**src/rtl/fp_div_pkg.sv**
```systemverilog
// Shared types and helpers for the FP divider writeback tracker.
package fp_div_pkg;

    localparam int unsigned LATENCY_DEFAULT = 28;

    localparam logic [31:0] FP_QNAN    = 32'h7FC0_0000;
    localparam logic [7:0]  FP_EXP_INF = 8'hFF;

    // fflags bit positions {NV,DZ,OF,UF,NX}
    localparam int unsigned FLAGS_W = 5;
    localparam int unsigned FLAG_NV = 4;
    localparam int unsigned FLAG_DZ = 3;
    localparam int unsigned FLAG_OF = 2;
    localparam int unsigned FLAG_UF = 1;
    localparam int unsigned FLAG_NX = 0;

    typedef struct packed {
        logic [31:0]        data;
        logic [FLAGS_W-1:0] flags;
    } wb_payload_t;

    localparam int unsigned WB_PAYLOAD_W = $bits(wb_payload_t);

    // Writeback entry is {rd, data, flags}.
    function automatic int unsigned wb_entry_w(input int unsigned tag_w);
        return tag_w + WB_PAYLOAD_W;
    endfunction

    typedef struct packed {
        logic is_nan;
        logic is_snan;
        logic is_inf;
        logic is_zero;
    } fp_class_t;

    typedef struct packed {
        logic        en;
        wb_payload_t res;
    } fp_ovr_t;

    // Denormals classify as zero because the divider flushes them.
    function automatic fp_class_t classify(input logic [31:0] x);
        fp_class_t c;
        c.is_nan  = (x[30:23] == FP_EXP_INF) && (x[22:0] != '0);
        c.is_snan = c.is_nan && !x[22];
        c.is_inf  = (x[30:23] == FP_EXP_INF) && (x[22:0] == '0);
        c.is_zero = (x[30:23] == '0);
        return c;
    endfunction

    function automatic fp_ovr_t special_case(input logic [31:0] a, input logic [31:0] b);
        fp_ovr_t   o;
        fp_class_t ca;
        fp_class_t cb;
        logic      s;
        ca = classify(a);
        cb = classify(b);
        s  = a[31] ^ b[31];
        o  = '0;
        if (ca.is_nan || cb.is_nan) begin
            o.en               = 1'b1;
            o.res.data         = FP_QNAN;
            o.res.flags[FLAG_NV] = ca.is_snan | cb.is_snan;
        end else if ((ca.is_zero && cb.is_zero) || (ca.is_inf && cb.is_inf)) begin
            o.en               = 1'b1;
            o.res.data         = FP_QNAN;
            o.res.flags[FLAG_NV] = 1'b1;
        end else if (ca.is_inf) begin
            o.en       = 1'b1;
            o.res.data = {s, FP_EXP_INF, 23'h0};
        end else if (cb.is_zero) begin
            o.en               = 1'b1;
            o.res.data         = {s, FP_EXP_INF, 23'h0};
            o.res.flags[FLAG_DZ] = 1'b1;
        end else if (cb.is_inf || ca.is_zero) begin
            o.en       = 1'b1;
            o.res.data = {s, 31'h0};
        end
        // Only invalid and divide-by-zero are ever raised here.
        o.res.flags[FLAG_OF] = 1'b0;
        o.res.flags[FLAG_UF] = 1'b0;
        o.res.flags[FLAG_NX] = 1'b0;
        return o;
    endfunction

endpackage

```
**src/rtl/fp_div_wb_tracker_if.sv**
```systemverilog
// Issue, divider and writeback signals of the FP divider tracker.
interface fp_div_wb_tracker_if #(
    parameter int unsigned TAG_W = 5
);
    logic             issue_valid;
    logic             issue_ready;
    logic [31:0]      issue_a;
    logic [31:0]      issue_b;
    logic [TAG_W-1:0] issue_rd;
    logic [31:0]      div_a;
    logic [31:0]      div_b;
    logic [31:0]      div_result;
    logic             wb_valid;
    logic             wb_ready;
    logic [TAG_W-1:0] wb_rd;
    logic [31:0]      wb_data;
    logic [4:0]       wb_flags;
    logic             busy;

    modport slave (
        input  issue_valid, issue_a, issue_b, issue_rd, div_result, wb_ready,
        output issue_ready, div_a, div_b, wb_valid, wb_rd, wb_data, wb_flags, busy
    );

    modport master (
        output issue_valid, issue_a, issue_b, issue_rd, div_result, wb_ready,
        input  issue_ready, div_a, div_b, wb_valid, wb_rd, wb_data, wb_flags, busy
    );
endinterface

```
**src/rtl/fp_div_wb_fifo.sv**
```systemverilog
// In-order writeback FIFO; Depth must be a power of two so pointers wrap naturally.
module fp_div_wb_fifo #(
    parameter int unsigned Depth = 4,
    parameter int unsigned Width = 42
) (
    input  logic                     clk,
    input  logic                     rst_n,
    input  logic                     push_i,
    input  logic [Width-1:0]         wdata_i,
    input  logic                     pop_i,
    output logic [Width-1:0]         rdata_o,
    output logic                     full_o,
    output logic                     empty_o,
    output logic [$clog2(Depth):0]   count_o
);
    localparam int unsigned PtrW = $clog2(Depth);

    logic [Width-1:0] mem_q [Depth];
    logic [Width-1:0] mem_d [Depth];
    logic [PtrW-1:0]  wr_ptr_q, wr_ptr_d, rd_ptr_q, rd_ptr_d;
    logic [PtrW:0]    cnt_q, cnt_d;
    logic             push_en, pop_en;

    assign empty_o = (cnt_q == '0);
    assign full_o  = (cnt_q == (PtrW+1)'(Depth));
    assign count_o = cnt_q;
    assign rdata_o = mem_q[rd_ptr_q];

    // A full FIFO still takes a push when the head leaves in the same cycle.
    assign pop_en  = pop_i && !empty_o;
    assign push_en = push_i && (!full_o || pop_en);

    // Next-state: write at tail, advance pointers, track occupancy.
    always_comb begin
        mem_d    = mem_q;
        wr_ptr_d = wr_ptr_q;
        rd_ptr_d = rd_ptr_q;
        if (push_en) begin
            mem_d[wr_ptr_q] = wdata_i;
            wr_ptr_d        = wr_ptr_q + 1'b1;
        end
        if (pop_en) begin
            rd_ptr_d = rd_ptr_q + 1'b1;
        end
        cnt_d = cnt_q + (PtrW+1)'(push_en) - (PtrW+1)'(pop_en);
    end

    // State registers; storage is cleared so outputs read zero out of reset.
    always_ff @(posedge clk or negedge rst_n) begin
        if (!rst_n) begin
            for (int i = 0; i < Depth; i++) mem_q[i] <= '0;
            wr_ptr_q <= '0;
            rd_ptr_q <= '0;
            cnt_q    <= '0;
        end else begin
            mem_q    <= mem_d;
            wr_ptr_q <= wr_ptr_d;
            rd_ptr_q <= rd_ptr_d;
            cnt_q    <= cnt_d;
        end
    end
endmodule

```
**src/rtl/fp_div_wb_tracker.sv**
```systemverilog
// Launches divide ops into the free-running divider, tracks them with a tag delay line,
// applies IEEE special-case overrides and queues results for FP-regfile writeback.
module fp_div_wb_tracker
    import fp_div_pkg::*;
#(
    parameter int unsigned LATENCY = LATENCY_DEFAULT,
    parameter int unsigned DEPTH   = 4,
    parameter int unsigned TAG_W   = 5
) (
    input logic                clk,
    input logic                rst_n,
    fp_div_wb_tracker_if.slave bus
);
    localparam int unsigned CntW   = $clog2(DEPTH) + 1;
    localparam int unsigned EntryW = wb_entry_w(TAG_W);

    typedef struct packed {
        logic             vld;
        logic [TAG_W-1:0] rd;
        fp_ovr_t          ovr;
    } tag_t;

    logic [31:0]     div_a_q, div_a_d, div_b_q, div_b_d;
    tag_t            dl_q [LATENCY+1];
    tag_t            dl_d [LATENCY+1];
    logic [CntW-1:0] inflight_q, inflight_d, fifo_cnt;
    logic [CntW:0]   occ;
    logic            accept, push, pop, fifo_full, fifo_empty;
    tag_t            tail;
    wb_payload_t     push_pl;
    logic [EntryW-1:0] push_entry, head_entry;

    // Credits cover both in-flight and buffered ops, so the FIFO can never overflow.
    assign occ             = {1'b0, inflight_q} + {1'b0, fifo_cnt};
    assign bus.issue_ready = occ < (CntW+1)'(DEPTH);
    assign accept          = bus.issue_valid && bus.issue_ready;
    assign bus.busy        = (occ != '0);
    assign bus.div_a       = div_a_q;
    assign bus.div_b       = div_b_q;

    // Tail of the delay line lines up with div_result holding that op's quotient.
    assign tail         = dl_q[LATENCY];
    assign push         = tail.vld;
    assign push_pl.data  = tail.ovr.en ? tail.ovr.res.data : bus.div_result;
    assign push_pl.flags = tail.ovr.res.flags;
    assign push_entry   = {tail.rd, push_pl};
    assign pop          = !fifo_empty && bus.wb_ready;

    assign bus.wb_valid = !fifo_empty;
    assign {bus.wb_rd, bus.wb_data, bus.wb_flags} = head_entry;

    // Next-state: operand launch, delay-line shift with classified tag, credit count.
    always_comb begin
        div_a_d = div_a_q;
        div_b_d = div_b_q;
        dl_d[0] = '0;
        if (accept) begin
            div_a_d     = bus.issue_a;
            div_b_d     = bus.issue_b;
            dl_d[0].vld = 1'b1;
            dl_d[0].rd  = bus.issue_rd;
            dl_d[0].ovr = special_case(bus.issue_a, bus.issue_b);
        end
        for (int i = 1; i <= LATENCY; i++) dl_d[i] = dl_q[i-1];
        inflight_d = inflight_q + CntW'(accept) - CntW'(push);
    end

    // Launch registers, delay line and in-flight counter.
    always_ff @(posedge clk or negedge rst_n) begin
        if (!rst_n) begin
            div_a_q    <= '0;
            div_b_q    <= '0;
            inflight_q <= '0;
            for (int i = 0; i <= LATENCY; i++) dl_q[i] <= '0;
        end else begin
            div_a_q    <= div_a_d;
            div_b_q    <= div_b_d;
            inflight_q <= inflight_d;
            dl_q       <= dl_d;
        end
    end

    fp_div_wb_fifo #(
        .Depth (DEPTH),
        .Width (EntryW)
    ) u_fifo (
        .clk     (clk),
        .rst_n   (rst_n),
        .push_i  (push),
        .wdata_i (push_entry),
        .pop_i   (pop),
        .rdata_o (head_entry),
        .full_o  (fifo_full),
        .empty_o (fifo_empty),
        .count_o (fifo_cnt)
    );

    // A tail push into a full FIFO without a same-cycle pop means the credits broke.
    a_no_overflow : assert property (@(posedge clk) disable iff (!rst_n)
        (push && fifo_full) |-> pop);
endmodule
```
**src/flat_wrapper.sv**
```systemverilog
// flat-port wrapper written by rule: the top's interface ports become plain ports
module fp_div_wb_tracker_flat import fp_div_pkg::*;
#(
    parameter int unsigned LATENCY = LATENCY_DEFAULT,
    parameter int unsigned DEPTH   = 4,
    parameter int unsigned TAG_W   = 5
)
  (clk, rst_n, bus_issue_valid, bus_issue_a, bus_issue_b, bus_issue_rd, bus_div_result, bus_wb_ready, bus_issue_ready, bus_div_a, bus_div_b, bus_wb_valid, bus_wb_rd, bus_wb_data, bus_wb_flags, bus_busy);
  fp_div_wb_tracker_if #(.TAG_W(TAG_W)) bus_i ();
  input logic clk;
  input logic rst_n;
  input wire logic [$bits(bus_i.issue_valid)-1:0] bus_issue_valid;
  input wire logic [$bits(bus_i.issue_a)-1:0] bus_issue_a;
  input wire logic [$bits(bus_i.issue_b)-1:0] bus_issue_b;
  input wire logic [$bits(bus_i.issue_rd)-1:0] bus_issue_rd;
  input wire logic [$bits(bus_i.div_result)-1:0] bus_div_result;
  input wire logic [$bits(bus_i.wb_ready)-1:0] bus_wb_ready;
  output wire logic [$bits(bus_i.issue_ready)-1:0] bus_issue_ready;
  output wire logic [$bits(bus_i.div_a)-1:0] bus_div_a;
  output wire logic [$bits(bus_i.div_b)-1:0] bus_div_b;
  output wire logic [$bits(bus_i.wb_valid)-1:0] bus_wb_valid;
  output wire logic [$bits(bus_i.wb_rd)-1:0] bus_wb_rd;
  output wire logic [$bits(bus_i.wb_data)-1:0] bus_wb_data;
  output wire logic [$bits(bus_i.wb_flags)-1:0] bus_wb_flags;
  output wire logic [$bits(bus_i.busy)-1:0] bus_busy;
  assign bus_i.issue_valid = bus_issue_valid;
  assign bus_i.issue_a = bus_issue_a;
  assign bus_i.issue_b = bus_issue_b;
  assign bus_i.issue_rd = bus_issue_rd;
  assign bus_i.div_result = bus_div_result;
  assign bus_i.wb_ready = bus_wb_ready;
  assign bus_issue_ready = bus_i.issue_ready;
  assign bus_div_a = bus_i.div_a;
  assign bus_div_b = bus_i.div_b;
  assign bus_wb_valid = bus_i.wb_valid;
  assign bus_wb_rd = bus_i.wb_rd;
  assign bus_wb_data = bus_i.wb_data;
  assign bus_wb_flags = bus_i.wb_flags;
  assign bus_busy = bus_i.busy;
  fp_div_wb_tracker #(.LATENCY(LATENCY), .DEPTH(DEPTH), .TAG_W(TAG_W)) u_core (.clk(clk), .rst_n(rst_n), .bus(bus_i));
endmodule
```
**config.mk**
```make
export PLATFORM = sky130hd
export DESIGN_NAME = fp_div_wb_tracker_flat
export DESIGN_NICKNAME = d
export VERILOG_FILES = /design/src/rtl/fp_div_pkg.sv /design/src/rtl/fp_div_wb_tracker_if.sv /design/src/rtl/fp_div_wb_fifo.sv /design/src/rtl/fp_div_wb_tracker.sv /design/src/flat_wrapper.sv
export SDC_FILE = /design/constraint.sdc
export NUM_CORES = 1
export LEC_CHECK = 0
export ABC_AREA = 1
export CAP_MARGIN = 20
export CELL_PAD_IN_SITES_DETAIL_PLACEMENT = 1
export CELL_PAD_IN_SITES_GLOBAL_PLACEMENT = 1
export CORE_UTILIZATION = 44
export CTS_CLUSTER_SIZE = 14
export DETAILED_ROUTE_END_ITERATION = 8
export PLACE_DENSITY = 0.82
export SYNTH_ARGS = -nofsm -noshare
export SYNTH_HDL_FRONTEND = slang
export SYNTH_SLANG_ARGS = --single-unit
```
**constraint.sdc**
```tcl
create_clock -name clk -period 3.24 [get_ports clk]
set_input_delay 0.648 -clock clk [delete_from_list [all_inputs] [get_ports clk]]
set_output_delay 0.648 -clock clk [all_outputs]
set_load 0.02 [all_outputs]
```
# ---- After elaboration in Yosys (flattened, before gate mapping)
# Cells that the tools add are included.
dict set report totals {
  input_bits 105
  word_cells 220
  register_bits 1518
  out_inout_bits 109
}
dict set report op_classes {
  reduce_logical 29
  mux 18
  n_eq_ne 3
  n_addsub 7
  order_cmp 4
  n_bitwise 4
}
# cell n
set op_table {}
lappend op_table {{$bwmux W168} 1}
lappend op_table {{$mux W33} 4}
lappend op_table {{$mux W42} 3}
lappend op_table {{$bmux W42 S2} 1}
lappend op_table {{$demux W42 S2} 1}
lappend op_table {{$logic_not A23 Y1} 2}
lappend op_table {{$reduce_bool A23 Y1} 2}
lappend op_table {{$mux W44} 1}
lappend op_table {{$mux W34} 1}
lappend op_table {{$mux W32} 1}
lappend op_table {{$eq A8 B8 Y1 const B} 2}
lappend op_table {{$logic_not A8 Y1} 2}
lappend op_table {{$logic_and A1 B1 Y1} 13}
lappend op_table {{$add A3 B1 Y3} 2}
lappend op_table {{$ge A3 B3 Y1 const B} 2}
lappend op_table {{$not A2 Y3} 2}
lappend op_table {{$sub A3 B1 Y3} 2}
lappend op_table {{$mux W1} 5}
lappend op_table {{$add A2 B1 Y2 const B} 2}
lappend op_table {{$add A3 B3 Y4} 1}
lappend op_table {{$logic_not A1 Y1} 4}
lappend op_table {{$logic_or A1 B1 Y1} 4}
lappend op_table {{$lt A4 B3 Y1 const B} 1}
lappend op_table {{$reduce_bool A4 Y1} 1}
lappend op_table {{5 further kinds} 5}

# ---- Depth between registers and ports, before layout
# Gate-level depths: netlist of the first run.
dict set report depth {
  depth_word 9
  depth_mapped 12
}

# ---- Hierarchy
# Synthesis of the first run repeated with hierarchy kept, for this count alone.
dict set report unflattened {
  cells_unflattened 1850
  hier_area_um2 20517.2
}
# module instances area_each_um2 cells_per_inst
set modules_own_cells {}
lappend modules_own_cells {fp_div_wb_tracker 1 12091.6 818}
lappend modules_own_cells {fp_div_wb_fifo 1 8425.6 1032}

# ---- Worst setup path before layout of the first run
# Ideal clock, no wire load.
dict set report synth_path {
  path_type {register -> register}
  from {reg u_core.u_fifo.cnt_q[0], in the netlist u_core.u_fifo.count_o[0]}
  to {reg u_core.inflight_q[2]}
  path_stages_with_launch 13
  arrival_ps 2546
  path_slack_ps 615
  required_ps 3161
  cell_sequence {dfrtp_1 -> ha_1 -> inv_1 -> fa_1 -> xor2_1 -> nand2_1 -> nor2_2 -> buf_2 -> buf_4 -> ha_1 -> fa_1 -> xnor2_1 -> xor2_1}
}
dict set report synth_via {
  elab_chain_cells 5
}
# element line
set synth_lines {}
lappend synth_lines {{start, declared} fp_div_wb_fifo.sv:21} ;# logic [PtrW:0] cnt_q, cnt_d;
lappend synth_lines {{start signal, assigned} fp_div_wb_fifo.sv:59} ;# cnt_q <= cnt_d;
lappend synth_lines {{$add A3 B3 Y4} fp_div_wb_tracker.sv:34} ;# assign occ = {1'b0, inflight_q} + {1'b0, fifo_cnt};
lappend synth_lines {{$lt A4 B3 Y1} fp_div_wb_tracker.sv:35} ;# assign bus.issue_ready = occ < (CntW+1)'(DEPTH);
lappend synth_lines {{$logic_and A1 B1 Y1} fp_div_wb_tracker.sv:36} ;# assign accept = bus.issue_valid && bus.issue_ready;
lappend synth_lines {{named net u_core.accept} fp_div_wb_tracker.sv:28} ;# logic accept, push, pop, fifo_full, fifo_empty;
lappend synth_lines {{$add A3 B1 Y3} fp_div_wb_tracker.sv:65} ;# inflight_d = inflight_q + CntW'(accept) - CntW'(push);
lappend synth_lines {{$sub A3 B1 Y3} fp_div_wb_tracker.sv:65}
lappend synth_lines {{named net u_core.inflight_d[2]} fp_div_wb_tracker.sv:26} ;# logic [CntW-1:0] inflight_q, inflight_d, fifo_cnt;
lappend synth_lines {{end signal, assigned} fp_div_wb_tracker.sv:78} ;# inflight_q <= inflight_d;
lappend synth_lines {{end, declared} fp_div_wb_tracker.sv:26}
# The timed path passes the listed nets, and every way through them passes these cells.
# A chain may end at the register's enable or synchronous reset.

# ---- Worst setup path after layout of the first run
dict set report layout_path {
  from {reg u_core.u_fifo.rd_ptr_q[0]}
  to {out bus_wb_data[1]}
}
dict set report layout_via {
  elab_chain_cells 4
}
# element line
set layout_lines {}
lappend layout_lines {{start, declared} fp_div_wb_fifo.sv:20} ;# logic [PtrW-1:0] wr_ptr_q, wr_ptr_d, rd_ptr_q, rd_ptr_d;
lappend layout_lines {{start signal, assigned} fp_div_wb_fifo.sv:58} ;# rd_ptr_q <= rd_ptr_d;
lappend layout_lines {{$not A2 Y3 (not written as such)} fp_div_wb_fifo.sv:27} ;# assign rdata_o = mem_q[rd_ptr_q];
lappend layout_lines {{$bmux W42 S2} fp_div_wb_fifo.sv:27}
lappend layout_lines {{$mux W42 (not written as such) (2 in a row)} fp_div_wb_fifo.sv:27}
lappend layout_lines {{end, declared} flat_wrapper.sv:23} ;# output wire logic [$bits(bus_i.wb_data)-1:0] bus_wb_data;
# Every way passes these cells. The select of a mux whose other input is x is not followed.

==> metrics, run 1 <==
Max stage delay cell, worst path clkdlybuf4s50_1; RSZ-0062 raised after global routing false; critical path required time 2.59 ns; layout cells sized above 1 7.35%; H-Tree Depth 2; fin area 0.0244 sq mm; hpwl dp 29000 microns; Post-synth EDFFs 0; actual slew at the worst max-slew pin 0.885 ns; Yosys top cell area share 73.4%; Synth Area in Adders 1.00%; global-route wire length before repair 80700 microns; Clock Skew 0.0174 ns; average vias per placed instance 5.14; IO Count 214; fin. max-slew vios 0; remaining global-route overflow 0; RePlAce Congestion 0.787; status completed; pwr dens 1020 mW/mm^2; Placeable Area 0.0442 sq mm; clk sinks 578; routed length per placed instance 19.2 microns; Avg Inst Size Synth 11.3 sq um; Leak 12.5 nW; CTS Buffer Depth 3; via count 13300; nature of the critical path startpoint flip-flop; register area share after synthesis 73.4%; Post-DRT Antenna Nets 0; largest family of logic cells by synthesized area simple AND/OR/NAND/NOR gates; Worst path max stage delay 0.66 ns; DIE WIDTH 214 microns; DRT Wirelength 49900 microns; MaxCap Viol Count 0; Crit path max-delay family buffers and inverters; Tmin final 3.16 ns; Starting Density 44.6%; largest cells by area after synthesis dfrtp_1, nand2_1, o21ai_0; worst-path maximum fanout 80; ys async rst share 100%; critical path class reg2out; Final Cycle Share 97.5%; Synth Area in Simple Gates 12.8%; mux cell area share after synthesis 0.114%; clk_lat worst skew 0.60 ns; ANT cells 0; Hold WC Path Type in2async; initial antenna violation count 0; pin count of the biggest net entering global routing 95; Post-Place Setup Slack 0.412 ns; cts bufs inserted 57; critical path buffer and inverter count 2; die height 214 microns; ys flop type dfrtp_1; Reg clk slew, reported paths 0.06 ns; number of core rows 77; Post-Syn Area 0.0197 sq mm; CP Data Arrival Time 2.51 ns; Post-Layout Cell Count 2593; vias in the first global route 14900; Nets 2075; crit path setup slack, layout 0.0822 ns; most common cell after layout, fill and taps aside dfrtp_1; area leader, netlist dfrtp_1; die area 0.0457 sq mm; Synthesis Warnings 0; Synth cell types 29; Area after DPL 0.0225 sq mm; cell chain of the critical path buf_12 > o21ai_0 > o22ai_1 > clkdlybuf4s50_1; P&R area growth vs syn 23.6%; Synth Instances 1750; TritonCTS clock tree yes; achievable clock frequency 317 MHz; slew margin rel. 41.0%; CTS root buf clkbuf_16; CP Capture Type primary output; placed instance count 2489; First DRT Iteration DRCs 757; hold_buf cts 0; Synth Register Bits 578; Hold Vio Cnt, Final 0; First-pass DRT Iterations 5; Finish-stage setup viols 0; commonest cells after routing, fill and taps aside dfrtp_1, nand2_1, o21ai_0, clkdlybuf4s50_1, nor2_1; Compound-Gate Fraction of Synth Area 8.20%; I/O Buffers 210; peak supply drop 0.884 mV; XOR/XNOR share of the synthesized area 0.355%; setup TNS 0 ns; total track usage 23.0%; Residual DRC 0
sequential cells by signal, indices dropped and copies added, names as in the netlist:
name / cells
u_core.bus.div_b: 32
u_core.u_fifo.wr_ptr_q: 2
u_core.push: 1
u_core.dl_d: 336
u_core.dl_q: 11
u_core.inflight_q: 3
u_core.u_fifo.count_o: 3
u_core.u_fifo.rd_ptr_q: 2
u_core.bus.div_a: 32
u_core.u_fifo.mem_q: 156
worst register-to-register path: stages (launching register included):
cell	delay (ns)
dfrtp_2	0.42
ha_1	0.19
inv_1	0.08
fa_1	0.43
xor2_1	0.15
nand2_1	0.13
nor2_4	0.11
buf_4	0.42
inv_2	0.10
buf_12	0.23
o21ai_0	0.33
metrics by stage:
stage / utilization (%) / hold slack [ns] / power, mW
5_1_grt: 55.1 / 0.0211 / 26.3
3_5_place_dp: 50.9 / 0.336 / 18.4
6_report: 55.1 / 0.00294 / 24.8
2_1_floorplan: - / 0.331 / 14.6
3_3_place_gp: 50.7 / 0.331 / 17.9
4_1_cts: 55.1 / 0.00801 / 25.1
cells by family after synthesis:
logic type / count (synthesis)
compound gates: 309
xor+xnor: 8
fa+ha+maj: 14
buf+inv: 179
flops: 578
mux: 2
other cells: 1
simple gates: 659
cell usage after synthesis (all sizes together) (2+ instances only):
| master | n |
|---|---|
| nand4 | 8 |
| clkbuf | 54 |
| ha | 11 |
| inv | 82 |
| nor2 | 152 |
| buf | 43 |
| o22ai | 39 |
| nand3 | 8 |
| nand2 | 489 |
| mux2 | 2 |
| dfrtp | 578 |
| xor2 | 5 |
| a21oi | 2 |
| fa | 3 |
| xnor2 | 3 |
| o21ai | 265 |
area by class of cell:
class                           count  area (sq um)
Multi-Input combinational cell    995          4470
Fill cell                        4615         19800
Tap cell                          592           741
Inverter                           82           309
Sequential cell                   578         14500
Clock buffer                       77          1600
Clock inverter                     27           245
Timing Repair Buffer              242          2540
worst paths after layout:
| path | from | to | slack (ns) | cells past startpoint |
|---|---|---|---|---|
| worst max-delay path | u_core.u_fifo.rd_ptr_q[0] | bus_wb_data[1] | 0.08 | 4 |
| worst min-delay path | rst_n | u_core.dl_d[168] | 0.003 | 1 |
| worst max register to register | u_core.u_fifo.count_o[0] | u_core.bus.div_b[27] | 0.54 | 10 |
| worst min register to register | u_core.dl_d[173] | u_core.dl_d[129] | 0.34 | 0 |
| max in group asynchronous | rst_n | u_core.u_fifo.count_o[0] | 2.33 | 2 |
| min in group clk | u_core.dl_d[173] | u_core.dl_d[129] | 0.34 | 0 |
what timing repair did:
item	in CTS	in global routing
pin swaps	0	0
buffers inserted	0	0
gates resized for setup	8	7
setup endpoints to repair	8	10
gates cloned	0	0
metal layers:
metal	GRT usage [%]	part of all wire (%)	wire, microns	up-vias
li1	-	-	-	5957
met1	28.1	40	19800	6900
met2	40.7	52	26100	363
met3	4.44	5.6	2800	103
met4	7.88	2.5	1230	0
met5	0	0	0	-
power by group:
| part | switching, mW | internal (mW) | total (mW) |
|---|---|---|---|
| logic | 5.12 | 2.94 | 8.06 |
| clock network | 2.76 | 3.71 | 6.47 |
| registers | 0.993 | 9.32 | 10.3 |
| total | 8.87 | 16.0 | 24.8 |
No activity file was read; power rests on OpenSTA's default activity.
==> run 2: changes to the inputs <==
Settings changed: TNS_END_PERCENT from default to 20.
==> results of run 2 <==
No change in the layout: final DEF, timing and power equal those of run 1.
==> run 3: changes to the inputs <==
Settings changed: HOLD_SLACK_MARGIN from default to 0.12.
==> metrics, run 3 (synthesis gave the netlist of run 1 again) <==
Area after DPL 0.0225 sq mm (unchanged); average vias per placed instance 5.13 (about the same); cts bufs inserted 57 (unchanged); Max stage delay cell, worst path clkdlybuf4s50_1; met2 wire len 26100 microns (+0.12%); hpwl dp 29000 microns (unchanged); via count 13300 (-0.038%); layout cells sized above 1 7.34% (about the same); CP Data Arrival Time 2.51 ns (about the same); Final Cycle Share 97.5% (about the same); total chip power 24.8 mW (about the same); CTS root buf clkbuf_16; Hold Slack 0.337 ns (+0.335 ns); H-Tree Depth 2 (unchanged); TritonCTS clock tree yes; met1 wire length 19700 microns (-0.28%); RePlAce Congestion 0.787 (unchanged); global-route wire length before repair 80700 microns (about the same); die height 214 microns (unchanged); initial antenna violation count 0 (unchanged); Nets 2076 (+0.048%); Worst path max stage delay 0.68 ns (+0.02 ns); pin count of the biggest net entering global routing 95 (unchanged); ANT cells 0 (unchanged); cell chain of the critical path buf_12 > o21ai_0 > o22ai_1 > clkdlybuf4s50_1; P&R area growth vs syn 23.7% (about the same); Post-DRT Antenna Nets 0 (unchanged); I/O Buffers 210 (unchanged); commonest cells after routing, fill and taps aside dfrtp_1, nand2_1, o21ai_0, clkdlybuf4s50_1, nor2_1; slew margin rel. 40.4% (-0.66 points); Top Metal Used met4; routed length per placed instance 19.2 microns (about the same); critical path class reg2out; Tmin final 3.16 ns (+0.0000779 ns); critical path required time 2.59 ns (about the same); Largest register FFs 336 (unchanged); Hold Vio Cnt, Final 0 (unchanged); status completed; CP Capture Type primary output; peak supply drop 0.887 mV (+0.34%); MaxCap Viol Count 0 (unchanged); Finish-stage setup viols 0 (unchanged); Hold WC Path Type reg2reg; Clock Skew 0.0173 ns (-0.000163 ns); number of core rows 77 (unchanged); fin area 0.0244 sq mm (about the same); Leak 12.5 nW (about the same); clk sinks 578 (unchanged); Placeable Area 0.0442 sq mm (unchanged); DRT Wirelength 49900 microns (about the same); pwr dens 1020 mW/mm^2 (about the same); First-pass DRT Iterations 5 (unchanged); fin. max-slew vios 0 (unchanged); total track usage 23.0% (unchanged); nature of the critical path startpoint flip-flop; die area 0.0457 sq mm (unchanged); worst-path maximum fanout 80 (unchanged); vias in the first global route 14900 (+0.020%); setup TNS 0 ns (unchanged); Starting Density 44.6% (unchanged); Residual DRC 0 (unchanged); most common cell after layout, fill and taps aside dfrtp_1; Met3 Wirelength 2850 microns (+1.9%); clk_lat worst skew 0.60 ns (about the same); First DRT Iteration DRCs 734 (-3.0%); Reg clk slew, reported paths 0.06 ns (about the same); CTS Buffer Depth 3 (unchanged); RSZ-0062 raised after global routing false; actual slew at the worst max-slew pin 0.895 ns (+0.00993 ns); Post-CTS Setup Bufs 0 (unchanged); remaining global-route overflow 0 (unchanged); IO Count 214 (unchanged); achievable clock frequency 317 MHz (about the same); DIE WIDTH 214 microns (unchanged)
run 3: cell type report:
type	instances	area, sq um
clock inverters	27	245
well taps	592	741
fillers	4615	19800
repair buffers	243	2550
flip-flops and latches	578	14500
clock buffers	77	1600
inverters	82	309
multi-input cells	995	4470
run 3: per-layer routing:
metal / global-route usage (%) / vias up
met5: 0 / -
met4: 7.88 / 0
met3: 4.44 / 97
met2: 40.7 / 376
met1: 28.1 / 6890
li1: - / 5955
run 3: metrics by stage:
stage | util, % | instances | setup WS (ns)
after global routing | 55.1 | 2594 | 0.0148
after floorplan | - | 1752 | 0.615
final | 55.1 | 2594 | 0.0821
after global placement | 50.7 | 2485 | 0.450
after CTS | 55.1 | 2594 | 0.0141
after detailed placement | 50.9 | 2489 | 0.412
run 3: path summary, 6_finish.rpt:
kind	to	start	slack [ns]	depth (start not counted)
worst max-delay path	bus_wb_rd[3]	u_core.u_fifo.rd_ptr_q[0]	0.08	4
worst max register to register	u_core.bus.div_b[27]	u_core.u_fifo.count_o[0]	0.53	10
worst min-delay path	u_core.dl_d[129]	u_core.dl_d[173]	0.34	0
min in group asynchronous	u_core.dl_d[168]	rst_n	0.63	2
worst min register to register	u_core.dl_d[129]	u_core.dl_d[173]	0.34	0
max in group asynchronous	u_core.u_fifo.count_o[0]	rst_n	1.70	3
run 3: where the power goes:
part	internal, mW	switching (mW)
combinational	2.94	5.12
sequential	9.32	0.991
clock	3.71	2.77
total	16.0	8.88
run 3: critical path, delay by kind of cell, from the launching register on:
family | cells | cell delay (ns)
flops | 1 | 0.40
compound gates | 2 | 0.49
buf+inv | 2 | 1.01
run 3: timing repair:
action                                  in CTS  in global routing
hold buffers                                 1                  0
endpoints found under the setup margin       8                 10
cloned                                       0                  0
resized for setup                            8                  7
hold endpoints to repair                    57                  0
